### src/rtl/sm_addsub_pipe.sv
// Two-stage sign-magnitude adder/subtractor with valid/ready handshake.
// S1 holds normalised operands and the magnitude compare; S2 holds the result.
module sm_addsub_pipe #(
   parameter int DATA_WIDTH = 8
) (
   input  logic                  clk,
   input  logic                  reset,
   input  logic                  in_valid,
   output logic                  in_ready,
   input  logic [DATA_WIDTH-1:0] a,
   input  logic [DATA_WIDTH-1:0] b,
   input  logic                  op,
   output logic                  out_valid,
   input  logic                  out_ready,
   output logic [DATA_WIDTH-1:0] sum,
   output logic                  overflow
);

   localparam int MW = DATA_WIDTH - 1;

   logic          s1_valid_q, s1_valid_d;
   logic [MW-1:0] s1_amag_q, s1_amag_d;
   logic [MW-1:0] s1_bmag_q, s1_bmag_d;
   logic          s1_asign_q, s1_asign_d;
   logic          s1_bsign_q, s1_bsign_d;
   logic          s1_age_q, s1_age_d;

   logic                  s2_valid_q, s2_valid_d;
   logic [DATA_WIDTH-1:0] s2_sum_q, s2_sum_d;
   logic                  s2_ovf_q, s2_ovf_d;

   logic          s1_adv, s2_adv;
   logic [MW:0]   mag_add;
   logic [MW-1:0] mag_res;
   logic          sign_raw, ovf_res;

   always_comb begin
      s2_adv = !s2_valid_q || out_ready;
      s1_adv = !s1_valid_q || s2_adv;
   end

   // Negative zero is folded to +0 here so S2 never sees a signed zero operand.
   always_comb begin
      s1_valid_d = s1_valid_q;
      s1_amag_d  = s1_amag_q;
      s1_bmag_d  = s1_bmag_q;
      s1_asign_d = s1_asign_q;
      s1_bsign_d = s1_bsign_q;
      s1_age_d   = s1_age_q;
      if (s1_adv) begin
         s1_valid_d = in_valid;
         s1_amag_d  = a[MW-1:0];
         s1_bmag_d  = b[MW-1:0];
         s1_asign_d = a[MW] & (|a[MW-1:0]);
         s1_bsign_d = (b[MW] ^ op) & (|b[MW-1:0]);
         s1_age_d   = (a[MW-1:0] >= b[MW-1:0]);
      end
   end

   always_comb begin
      mag_add  = {1'b0, s1_amag_q} + {1'b0, s1_bmag_q};
      mag_res  = '0;
      sign_raw = 1'b0;
      ovf_res  = 1'b0;
      if (s1_asign_q == s1_bsign_q) begin
         ovf_res  = mag_add[MW];
         mag_res  = mag_add[MW] ? '1 : mag_add[MW-1:0];
         sign_raw = s1_asign_q;
      end else if (s1_age_q) begin
         mag_res  = s1_amag_q - s1_bmag_q;
         sign_raw = s1_asign_q;
      end else begin
         mag_res  = s1_bmag_q - s1_amag_q;
         sign_raw = s1_bsign_q;
      end
   end

   always_comb begin
      s2_valid_d = s2_valid_q;
      s2_sum_d   = s2_sum_q;
      s2_ovf_d   = s2_ovf_q;
      if (s2_adv) begin
         s2_valid_d = s1_valid_q;
         s2_sum_d   = {sign_raw & (|mag_res), mag_res};
         s2_ovf_d   = ovf_res;
      end
   end

   always_ff @(posedge clk) begin
      if (reset) begin
         s1_valid_q <= 1'b0;
         s1_amag_q  <= '0;
         s1_bmag_q  <= '0;
         s1_asign_q <= 1'b0;
         s1_bsign_q <= 1'b0;
         s1_age_q   <= 1'b0;
         s2_valid_q <= 1'b0;
         s2_sum_q   <= '0;
         s2_ovf_q   <= 1'b0;
      end else begin
         s1_valid_q <= s1_valid_d;
         s1_amag_q  <= s1_amag_d;
         s1_bmag_q  <= s1_bmag_d;
         s1_asign_q <= s1_asign_d;
         s1_bsign_q <= s1_bsign_d;
         s1_age_q   <= s1_age_d;
         s2_valid_q <= s2_valid_d;
         s2_sum_q   <= s2_sum_d;
         s2_ovf_q   <= s2_ovf_d;
      end
   end

   assign in_ready  = s1_adv;
   assign out_valid = s2_valid_q;
   assign sum       = s2_sum_q;
   assign overflow  = s2_ovf_q;

endmodule

### config.mk
export PLATFORM = sky130hd
export DESIGN_NAME = sm_addsub_pipe
export DESIGN_NICKNAME = d
export VERILOG_FILES = /design/src/rtl/sm_addsub_pipe.sv
export SDC_FILE = /design/constraint.sdc
export NUM_CORES = 1
export LEC_CHECK = 0
export CORE_MARGIN = 2
export CORE_UTILIZATION = 50
export CTS_CLUSTER_SIZE = 8
export DETAILED_ROUTE_END_ITERATION = 10
export GPL_ROUTABILITY_DRIVEN = 0
export PLACE_DENSITY = 0.82
export SKIP_CTS_REPAIR_TIMING = 1
export SLEW_MARGIN = 20
export SYNTH_ARGS = -nofsm -noshare
export SYNTH_HDL_FRONTEND = slang
export SYNTH_SLANG_ARGS = --single-unit
### constraint.sdc
create_clock -name clk -period 5.62 [get_ports clk]
set_input_delay 0.843 -clock clk [delete_from_list [all_inputs] [get_ports clk]]
set_output_delay 0.843 -clock clk [all_outputs]
set_load 0.02 [all_outputs]
==> summary.md <==
| Metric | Value |
|---|---|
| Die Y | a little under 70 um |
| Largest net degree at the start of global routing | 29 |
| Max Clk Rate | 0.270 GHz |
| Vias in the first global route | 1647 |
| FF-to-FF setup slack | just over 3 ns |
| Cell mode on critical path | clkdlybuf4s50_1 |
| Post-synthesis compound-gate area fraction | around a fifth |
| Ports | 32 |
| Post-synth top flop | dfxtp_1 |
| CTS root buf | clkbuf_8 |
| Worst min-delay path category | reg -> reg |
| Final core utilization | 60.9% |
| Leakage | roughly 1 nW |
| Power consumption | 0.523 mW |
| WHS Path Cells | 2 |
| CP Max Fanout | 21 |
| DP Worst Slack | slightly below 2 ns |
| Core Rows | 23 |
| H-tree levels | 1 |
| Yosys reg bits | 28 |
| Largest family of logic cells by synthesized area | compound AO/OA/AOI/OAI gates |
| Slew headroom | 56.3% |
| Layout fillers | 366 |
| Fin. max-slew vios | 0 |
| Critical path arrival | 2.86 ns |
| Startpoint type of the worst setup path | input port |
| Kind of end point of the critical path | output port |
| Skew-Pair Late Insertion Delay | 0.28 ns |
| Max VDD drop | 0.0991 mV |
| Synth unique cells | 44 |
| Max_cap viols | 0 |
| HPWL Detailed | about 3.4 mm |
| First-pass GRT wire length | between 7 and 8 mm |
| Synth Net Count | between 300 and 400 |
| Hold Path Origin | overflow |
| YS warnings | 0 |
| Path depth of the worst reg2reg path | 9 |
| TNS Setup | 0 ns |
| Seq/Total Area, Yosys | 27.8% |
| Remaining Overflow, GRT | 0 |
| Post-Route WL | 4.31 mm |
| Gate Count Post-Synth | 259 |
| 1st-pass router iterations | 4 |
| RSZ-0062 raised after global routing | no |
| Post-Synth XOR/XNOR Area | under 10% |
| Die span in x | a little under 70 um |
| R2r startpoint | s1_amag_q[1] |
| Synth Area in Adders | 19.1% |
| R2r endpoint | sum[7] |
| Actual slew at the worst max-slew pin | 0.650 ns |
| Fin worst setup slack | 1.92 ns |
| CP Cell Sequence | clkdlybuf4s50_1, nor2b_1, and2_1, buf_4, inv_2, clkdlybuf4s50_1 |
| DRC | 0 |
| CP bufs+invs | 4 |
| Via/cell ratio | roughly 5.4 |
| WP depth | 6 |
| CP max stage cell | clkdlybuf4s50_1 |
| Most frequent cells in the layout | a21oi_1 (34), nand2_1 (34), clkdlybuf4s50_1 (31), dfxtp_1 (28) |
| Avg Cell Area, Syn | 7.78 um^2 |
| Die footprint | roughly 4600 um^2 |
| DR WL/cell | 12.9 um |
| Worst hold path endpoint | overflow |
| Mux cell area share after synthesis | 1.49% |
| Post-synth ARST share | 0% |
| Status | completed |
| Core ar. | slightly below 4000 um^2 |
| Syn-to-layout area delta | 19.2% |
| Final setup vio count | 0 |
| Period utilization | 65.8% |
| Initial core utilization | between 50% and 60% |
| P per Cell Area | approximately 220 nW/um^2 |
| CP delay by family, top | buffers and inverters |
| Fin nets | around 340 |
| Post-route ant nets | 0 |
| CP peak stage delay | 0.57 ns |
| CTS tree | built |
| CP required | 4.78 ns |
| Fin. Hold Viols | 0 |
| Post-synth EDFFs | 0 |
| Crit path kind | in -> out |
| 1st-iter DRT viols | 113 |
| Antenna violations before repair | 0 |
| Mapped Area | 2020 um^2 |
| Final Skew | 0.00384 ns |
| Total clock buffers created by CTS | 3 |
| Synth Area in Simple Gates | between 20 and 25% |
| Via count | around 1800 |
| Num Clock Sinks | 28 |
| Worst-case clock buffer depth | 2 |
| Share of cells above drive strength 1 | under 10% |
| I/O Buffers | 31 |
| Clock transition at path regs | 0.09 ns |
| Inserted Diodes | 0 |
| Total GRT Usage | 21.0% |
| Fin crit period | 3.70 ns |
==> layout make-up <==
type                       count  area (um^2)  share of cell area [%]
multi-input combinational    191         1290                    53.9
sequential                    28          561                    23.3
timing repair buffer          33          325                    13.5
inverter                      28          105                    4.38
tap                           50         62.6                    2.60
clock buffer                   4         55.1                    2.29
==> metal layers <==
metal | vias up | share of wire, % | track usage (%)
met4 | 0 | 1.0 | 7.65
met1 | 819 | 45 | 26.1
met3 | 4 | 4.7 | 2.50
li1 | 934 | - | -
met2 | 47 | 50 | 37.1
met5 | - | 0 | 0
==> where the power goes <==
group / internal, mW / total, mW / switching, mW
clock network: 0.0629 / 0.128 / 0.0648
logic: 0.0788 / 0.165 / 0.0866
registers: 0.215 / 0.230 / 0.0150
total: 0.357 / 0.523 / 0.166
==> flip-flops by register name, summed over array words and instances, names as in the netlist <==
name / flops
s1_valid_q: 1
s1_asign_q: 1
s1_amag_q: 7
overflow: 1
s1_age_q: 1
out_valid: 1
s1_bsign_q: 1
sum: 8
s1_bmag_q: 7
==> worst reg2reg max path: stages (launching register included) <==
cell      delay (ns)
dfxtp_1         0.46
inv_1           0.16
ha_1            0.35
nand2b_1        0.18
a2111o_1        0.46
a31oi_4         0.21
nor2_2          0.07
a22o_1          0.26
and4_1          0.20
a31oi_1         0.15
==> kinds of logic (layout without fill, tap and decap cells) <==
logic type / after synthesis / in the layout
xor+xnor: 5 / 5
compound gates: 65 / 65
flops: 28 / 28
mux: 3 / 3
fa+ha+maj: 29 / 29
simple gates: 89 / 89
buf+inv: 40 / 65
==> synthesized netlist by cell type, types with 3 or more instances <==
cell type / number / share of area, %
xnor2_1: 4 / 1.7
nor2b_1: 6 / 1.9
o21ai_0: 3 / 0.74
inv_1: 26 / 4.8
nor3_1: 12 / 3.0
nand2_1: 34 / 6.3
a32oi_1: 3 / 1.3
fa_1: 3 / 3.0
ha_1: 26 / 16
dfxtp_1: 28 / 28
a211oi_1: 6 / 2.2
mux2i_1: 3 / 1.5
clkbuf_1: 7 / 1.3
nor2_1: 20 / 3.7
nand2b_1: 4 / 1.2
a21oi_1: 34 / 8.4
buf_2: 3 / 0.74
==> stage by stage <==
| step | std cells | instance area [um^2] | hold WS (ns) |
|---|---|---|---|
| finish | 334 | 2400 | 0.460 |
| floorplan | 259 | 2020 | 0.432 |
| global placement | 330 | 2350 | 0.443 |
| detailed placement | 330 | 2350 | 0.451 |
| CTS | 334 | 2400 | 0.467 |
| global route | 334 | 2400 | 0.486 |
==> how the worst max path moves through the flow <==
stage | startpoint | end | slack (ns)
2_1_floorplan | out_ready | in_ready | 3.05
3_3_place_gp | out_ready | in_ready | 1.95
3_5_place_dp | out_ready | in_ready | 1.94
4_1_cts | out_ready | in_ready | 1.94
5_1_grt | out_ready | in_ready | 1.77
6_report | out_ready | in_ready | 1.92
Power figures use the tool's default switching activity.
